### src/rtl/cla9_share_ctrl_pkg.sv
// Shared types and constants for the 9-bit CLA sharing controller.
package cla9_share_ctrl_pkg;

  localparam int SETTLE_DEFAULT = 1;
  localparam int OPW            = 9;
  localparam int SUMW           = 10;

  localparam logic [1:0] ST_IDLE = 2'd0;
  localparam logic [1:0] ST_EXEC = 2'd1;
  localparam logic [1:0] ST_RESP = 2'd2;

  typedef struct packed {
    logic [OPW-1:0] a;
    logic [OPW-1:0] b;
    logic           mode;
  } cla_op_t;

  function automatic logic [1:0] onehot2(input logic idx);
    return idx ? 2'b10 : 2'b01;
  endfunction

endpackage

### src/rtl/cla9_share_ctrl_if.sv
// Command/response channels between the two requesters and the shared adder controller.
interface cla9_share_ctrl_if;
  import cla9_share_ctrl_pkg::*;

  logic [1:0]      req_valid;
  logic [1:0]      req_ready;
  logic [OPW-1:0]  req0_a;
  logic [OPW-1:0]  req0_b;
  logic            req0_mode;
  logic [OPW-1:0]  req1_a;
  logic [OPW-1:0]  req1_b;
  logic            req1_mode;
  logic [1:0]      rsp_valid;
  logic [1:0]      rsp_ready;
  logic [SUMW-1:0] rsp_sum;
  logic            rsp_cout;
  logic            rsp_ovfl;

  modport master (
    output req_valid, req0_a, req0_b, req0_mode, req1_a, req1_b, req1_mode, rsp_ready,
    input  req_ready, rsp_valid, rsp_sum, rsp_cout, rsp_ovfl
  );

  modport slave (
    input  req_valid, req0_a, req0_b, req0_mode, req1_a, req1_b, req1_mode, rsp_ready,
    output req_ready, rsp_valid, rsp_sum, rsp_cout, rsp_ovfl
  );

endinterface

### src/rtl/cla9_share_ctrl_rr_arb2.sv
// Two-input round-robin arbiter; on a tie the requester that did not win last time is granted.
module cla9_share_ctrl_rr_arb2
  import cla9_share_ctrl_pkg::*;
#(
  parameter bit PRIO_INIT = 1'b0
) (
  input  logic       clk,
  input  logic       rst_n,
  input  logic [1:0] req,
  input  logic       en,
  output logic [1:0] gnt,
  output logic       gnt_idx
);

  logic last_grant;

  always_comb begin
    gnt_idx = req[1];
    if (req == 2'b11) gnt_idx = ~last_grant;
    gnt = (req == 2'b00) ? 2'b00 : onehot2(gnt_idx);
  end

  // Starting at ~PRIO_INIT makes PRIO_INIT the winner of the first tie.
  always_ff @(posedge clk or negedge rst_n) begin
    if (!rst_n)  last_grant <= ~PRIO_INIT;
    else if (en) last_grant <= gnt_idx;
  end

endmodule

### src/rtl/cla9_share_ctrl.sv
// Shares one external 9-bit CLA add/sub unit between two requesters:
// arbitrate, register operands, wait the settle time, then hold the result until taken.
module cla9_share_ctrl
  import cla9_share_ctrl_pkg::*;
#(
  parameter int SETTLE_CYCLES = SETTLE_DEFAULT,
  parameter bit PRIO_INIT     = 1'b0
) (
  input  logic             clk,
  input  logic             rst_n,
  cla9_share_ctrl_if.slave ch,
  output logic [OPW-1:0]   add_a,
  output logic [OPW-1:0]   add_b,
  output logic             add_mode,
  input  logic [SUMW-1:0]  add_sum,
  input  logic             add_cout,
  input  logic             add_ovfl,
  output logic             busy
);

  localparam int CNT_W = (SETTLE_CYCLES > 1) ? $clog2(SETTLE_CYCLES) : 1;

  logic [1:0]       state;
  logic             owner;
  logic [CNT_W-1:0] cnt;
  logic [1:0]       gnt;
  logic             gnt_idx;
  logic             accept;
  cla_op_t          win;

  assign accept       = (state == ST_IDLE) && (ch.req_valid != 2'b00);
  assign ch.req_ready = (state == ST_IDLE) ? gnt : 2'b00;
  assign busy         = (state != ST_IDLE);

  cla9_share_ctrl_rr_arb2 #(.PRIO_INIT(PRIO_INIT)) u_arb (
    .clk     (clk),
    .rst_n   (rst_n),
    .req     (ch.req_valid),
    .en      (accept),
    .gnt     (gnt),
    .gnt_idx (gnt_idx)
  );

  always_comb begin
    win = '{a: ch.req0_a, b: ch.req0_b, mode: ch.req0_mode};
    if (gnt_idx) win = '{a: ch.req1_a, b: ch.req1_b, mode: ch.req1_mode};
  end

  // Adder inputs stay frozen from accept until the response is consumed.
  always_ff @(posedge clk or negedge rst_n) begin
    if (!rst_n) begin
      state        <= ST_IDLE;
      owner        <= 1'b0;
      cnt          <= '0;
      add_a        <= '0;
      add_b        <= '0;
      add_mode     <= 1'b0;
      ch.rsp_valid <= 2'b00;
      ch.rsp_sum   <= '0;
      ch.rsp_cout  <= 1'b0;
      ch.rsp_ovfl  <= 1'b0;
    end else begin
      case (state)
        ST_IDLE: begin
          if (accept) begin
            add_a    <= win.a;
            add_b    <= win.b;
            add_mode <= win.mode;
            owner    <= gnt_idx;
            cnt      <= CNT_W'(SETTLE_CYCLES - 1);
            state    <= ST_EXEC;
          end
        end
        ST_EXEC: begin
          if (cnt != '0) begin
            cnt <= cnt - CNT_W'(1);
          end else begin
            ch.rsp_sum   <= add_sum;
            ch.rsp_cout  <= add_cout;
            ch.rsp_ovfl  <= add_ovfl;
            ch.rsp_valid <= onehot2(owner);
            state        <= ST_RESP;
          end
        end
        ST_RESP: begin
          if (ch.rsp_ready[owner]) begin
            ch.rsp_valid <= 2'b00;
            state        <= ST_IDLE;
          end
        end
        default: state <= ST_IDLE;
      endcase
    end
  end

endmodule

### src/flat_wrapper.sv
// flat-port wrapper written by rule: the top's interface ports become plain ports
module cla9_share_ctrl_flat import cla9_share_ctrl_pkg::*;
#(
  parameter int SETTLE_CYCLES = SETTLE_DEFAULT,
  parameter bit PRIO_INIT     = 1'b0
)
  (clk, rst_n, add_a, add_b, add_mode, add_sum, add_cout, add_ovfl, busy, ch_req_valid, ch_req0_a, ch_req0_b, ch_req0_mode, ch_req1_a, ch_req1_b, ch_req1_mode, ch_rsp_ready, ch_req_ready, ch_rsp_valid, ch_rsp_sum, ch_rsp_cout, ch_rsp_ovfl);
  cla9_share_ctrl_if ch_i ();
  input  logic clk;
  input  logic rst_n;
  output logic [OPW-1:0] add_a;
  output logic [OPW-1:0] add_b;
  output logic add_mode;
  input  logic [SUMW-1:0] add_sum;
  input  logic add_cout;
  input  logic add_ovfl;
  output logic busy;
  input wire logic [$bits(ch_i.req_valid)-1:0] ch_req_valid;
  input wire logic [$bits(ch_i.req0_a)-1:0] ch_req0_a;
  input wire logic [$bits(ch_i.req0_b)-1:0] ch_req0_b;
  input wire logic [$bits(ch_i.req0_mode)-1:0] ch_req0_mode;
  input wire logic [$bits(ch_i.req1_a)-1:0] ch_req1_a;
  input wire logic [$bits(ch_i.req1_b)-1:0] ch_req1_b;
  input wire logic [$bits(ch_i.req1_mode)-1:0] ch_req1_mode;
  input wire logic [$bits(ch_i.rsp_ready)-1:0] ch_rsp_ready;
  output wire logic [$bits(ch_i.req_ready)-1:0] ch_req_ready;
  output wire logic [$bits(ch_i.rsp_valid)-1:0] ch_rsp_valid;
  output wire logic [$bits(ch_i.rsp_sum)-1:0] ch_rsp_sum;
  output wire logic [$bits(ch_i.rsp_cout)-1:0] ch_rsp_cout;
  output wire logic [$bits(ch_i.rsp_ovfl)-1:0] ch_rsp_ovfl;
  assign ch_i.req_valid = ch_req_valid;
  assign ch_i.req0_a = ch_req0_a;
  assign ch_i.req0_b = ch_req0_b;
  assign ch_i.req0_mode = ch_req0_mode;
  assign ch_i.req1_a = ch_req1_a;
  assign ch_i.req1_b = ch_req1_b;
  assign ch_i.req1_mode = ch_req1_mode;
  assign ch_i.rsp_ready = ch_rsp_ready;
  assign ch_req_ready = ch_i.req_ready;
  assign ch_rsp_valid = ch_i.rsp_valid;
  assign ch_rsp_sum = ch_i.rsp_sum;
  assign ch_rsp_cout = ch_i.rsp_cout;
  assign ch_rsp_ovfl = ch_i.rsp_ovfl;
  cla9_share_ctrl #(.SETTLE_CYCLES(SETTLE_CYCLES), .PRIO_INIT(PRIO_INIT)) u_core (.clk(clk), .rst_n(rst_n), .ch(ch_i), .add_a(add_a), .add_b(add_b), .add_mode(add_mode), .add_sum(add_sum), .add_cout(add_cout), .add_ovfl(add_ovfl), .busy(busy));
endmodule
### config.mk
export PLATFORM = sky130hd
export DESIGN_NAME = cla9_share_ctrl_flat
export DESIGN_NICKNAME = d
export VERILOG_FILES = /design/src/rtl/cla9_share_ctrl_pkg.sv /design/src/rtl/cla9_share_ctrl_if.sv /design/src/rtl/cla9_share_ctrl_rr_arb2.sv /design/src/rtl/cla9_share_ctrl.sv /design/src/flat_wrapper.sv
export SDC_FILE = /design/constraint.sdc
export NUM_CORES = 1
export LEC_CHECK = 0
export ABC_AREA = 1
export BUFFER_PORTS_ARGS = -buffer_cell sky130_fd_sc_hd__buf_4
export CORE_AREA = 3 3 65 67
export DETAILED_ROUTE_END_ITERATION = 10
export DIE_AREA = 0 0 68 70
export GPL_ROUTABILITY_DRIVEN = 1
export PLACE_DENSITY_LB_ADDON = 0.3
export RECOVER_POWER = 25
export SKIP_LAST_GASP = 1
export SLEW_MARGIN = 10
export SYNTH_ARGS = -nofsm -noshare
export SYNTH_HDL_FRONTEND = slang
export SYNTH_SLANG_ARGS = --single-unit
### constraint.sdc
create_clock -name clk -period 1.8 [get_ports clk]
set_input_delay 0.09 -clock clk [delete_from_list [all_inputs] [get_ports clk]]
set_output_delay 0.09 -clock clk [all_outputs]
set_load 0.01 [all_outputs]
==> flow_metrics.env <==
export IMPL_status="completed"
export IMPL_hold_end="u_core.ch.rsp_sum[7]"
export IMPL_synthToLayoutAreaGrowth_pct=51.7
export IMPL_hpwl_um=3250
export IMPL_crit_path_start_kind="flip-flop"
export IMPL_first_global_vias=1790
export IMPL_regArea_um2=927
export IMPL_portBuffers=91
export IMPL_clkSinkCount=37
export IMPL_cts_tree="yes"
export IMPL_die_y_um=70
export IMPL_dr_pass1_iters=5
export IMPL_timing_fmax_ghz=0.618
export IMPL_path_clk_slew_ns=0.07
export IMPL_synth_seq_cells=37
export IMPL_syn_nets=287
export IMPL_synth_top_family_by_area="simple AND/OR/NAND/NOR gates"
export IMPL_synth_top_area_frac=0.509
export IMPL_reg2regPathDepth=6
export IMPL_dieArea_um2=4760
export IMPL_arrival_ns=1.53
export IMPL_yosysUniqueCellTypes=14
export IMPL_track_usage=0.202
export IMPL_dp_slack_ns=0.441
export IMPL_worst_setup_path_type="reg2out"
export IMPL_grt_max_degree=38
export IMPL_rsz0062_at_grt="no"
export IMPL_diodes=0
export IMPL_initial_utilization=0.480
export IMPL_numCtsBuffers=5
export IMPL_ctsLongestPathBuffers=2
export IMPL_cts_root_buf="clkbuf_8"
export IMPL_fin_nets=388
export IMPL_yosysSeqAreaShare=0.524
export IMPL_r2r_end="u_core.owner"
export IMPL_syn_inst=231
export IMPL_num_vias=1790
export IMPL_synth_compound_area_share=0.00283
export IMPL_overflow=0
export IMPL_syn_area_um2=1770
export IMPL_synth_async_reset_ratio=1.00
export IMPL_muxShareOfSynthArea=0
export IMPL_crit_slowest_cell="dfstp_2"
export IMPL_hold_class="in2reg"
export IMPL_io_pins=92
export IMPL_via_per_inst=4.70
export IMPL_layout_min_cycle_time_ns=1.62
export IMPL_peakVddDrop_uv=716
export IMPL_slew_headroom=0.426
export IMPL_fin_skew_ns=0.00650
export IMPL_hp_start="add_sum[7]"
export IMPL_required_ns=1.71
export IMPL_clk_latency_ns=0.29
export IMPL_leakage_nw=1.56
export IMPL_antenna_found_initial=0
export IMPL_post_route_drc_count=0
export IMPL_synth_edf_count=0
export IMPL_critical_path_max_stage_delay_ns=0.53
export IMPL_core_area_um2=3690
export IMPL_routed_wl_um=4560
export IMPL_worst_path_buf_inv=2
export IMPL_n_fill_cell=298
export IMPL_cp_top_family="flip-flops"
export IMPL_grt_pass1_wl_um=7450
export IMPL_ant_nets=0
export IMPL_cts_htree_levels=2
export IMPL_yosys_top_cells_area="dfrtp_1 (51%), nand2_1 (27%), nand3_1 (6.2%)"
export IMPL_synth_adder_area_share=0
export IMPL_worst_slack_ns=0.182
export IMPL_die_w_um=68
export IMPL_wire_per_inst_um=12.0
export IMPL_whs_ns=0.00532
export IMPL_regToRegStartpoint="u_core.u_arb.last_grant"
export IMPL_p_per_area_nw_per_um2=1560
export IMPL_synth_top_cell_by_area="dfrtp_1"
export IMPL_hold_depth=3
export IMPL_num_rows=22
export IMPL_reg2reg_setup_slack_ns=0.45
export IMPL_finalSetupViolCount=0
export IMPL_cp_end_kind="output pin"
export IMPL_drt_iter0_markers=90
export IMPL_tns_ns=0
export IMPL_yosysMostFrequentCell="nand2_1"
export IMPL_layout_drive_gt1_share=0.333
export IMPL_multi_input_area_um2=694
export IMPL_synth_warnings=0
export IMPL_synth_xor_area_share=0
export IMPL_drv_cap=0
export IMPL_path_cells="nand2_1 -> nand2_1 -> buf_4 -> nor2_1 -> buf_4"
export IMPL_syn_mean_instance_area_um2=7.66
export IMPL_synth_commonest_cells="nand2_1 (126), dfrtp_1 (36), nand3_1 (22)"
export IMPL_finalCritPeriodShare=0.899
export IMPL_gp_congestion=0.754
export IMPL_path_max_fanout=10
export IMPL_yosys_area_share_simple=0.390
export IMPL_hold_viol=0
export IMPL_worst_pin_slew_ns=0.861
export IMPL_slew_violations=0
export IMPL_synthFlopType="dfrtp_1"
-- registers in the layout (all words and copies together), names as in the netlist, 2 cells and up --
name                 cells
u_core.ch.rsp_valid      2
u_core.add_a             9
u_core.state             2
u_core.add_b             9
u_core.ch.rsp_sum       10
-- metal layers --
metal | track usage | vias to the layer above | part of all wire
met1 | 0.224 | 801 | 0.39
met3 | 0.0563 | 9 | 0.10
met2 | 0.353 | 77 | 0.49
met5 | 0 | - | 0
met4 | 0.0817 | 0 | 0.017
li1 | - | 903 | -
-- worst reg2reg max path, cell delays in order (launching register included) --
cell	delay (ns)
dfstp_2	0.53
nand2_1	0.06
nand2_1	0.24
buf_4	0.21
nor2_1	0.06
inv_1	0.07
o21ai_0	0.07
-- power breakdown --
part / switching (mW) / internal [mW]
registers: 0.232 / 1.25
clock network: 0.283 / 0.450
logic: 1.07 / 0.902
-- placed cells by master, fill, tap and decap left out --
cell           Yosys  layout
buf_4              7      95
bufinv_16          0       1
clkbuf_2           0       1
clkbuf_8           0       6
clkinvlp_4         0       1
dfrtp_1           36      36
dfstp_2            1       1
dlygate4sd3_1      0      10
inv_1             14      14
inv_2              3       3
nand2_1          126     126
nand2_2            2       2
nand3_1           22      22
nand3b_1           9       9
nor2_1             4       4
nor2_4             1       1
o21ai_0            1       1
-- final cells by class --
cell class                      instances  share of cell area
Clock buffer                            6              0.0308
Sequential cell                        37               0.345
Clock inverter                          2              0.0140
Timing Repair Buffer                  106               0.305
Tap cell                               48              0.0224
Inverter                               17              0.0238
Multi-Input combinational cell        165               0.259
-- timing repair --
item,in CTS,in global routing
hold endpoints to repair,45,0
hold buffers,10,0
setup buffers,0,0
gates resized for setup,0,0
-- per-stage QoR --
stage	area, um2	util	power [mW]	cells
final	2680	0.728	4.18	381
after global routing	2680	0.728	4.52	381
after CTS	2690	0.728	4.24	381
after detailed placement	2470	0.669	3.47	363
after global placement	2470	0.669	3.40	363
after floorplan	1770	-	2.56	231
-- cell families after synthesis --
group / Yosys count
buf+inv: 29
compound gates: 1
simple gates: 164
flops: 37
-- worst max-delay path by stage --
stage                       startpoint         endpoint  slack, ns  cells after the start
2_1_floorplan  u_core.u_arb.last_grant  u_core.add_b[1]       0.65                      7
3_3_place_gp   u_core.u_arb.last_grant     u_core.owner       0.48                      6
3_5_place_dp   u_core.u_arb.last_grant     u_core.owner       0.44                      6
4_1_cts        u_core.u_arb.last_grant  ch_req_ready[1]       0.16                      5
5_1_grt        u_core.u_arb.last_grant  ch_req_ready[1]       0.08                      5
6_report       u_core.u_arb.last_grant  ch_req_ready[1]       0.18                      5
(Power assumes the default switching activity.)
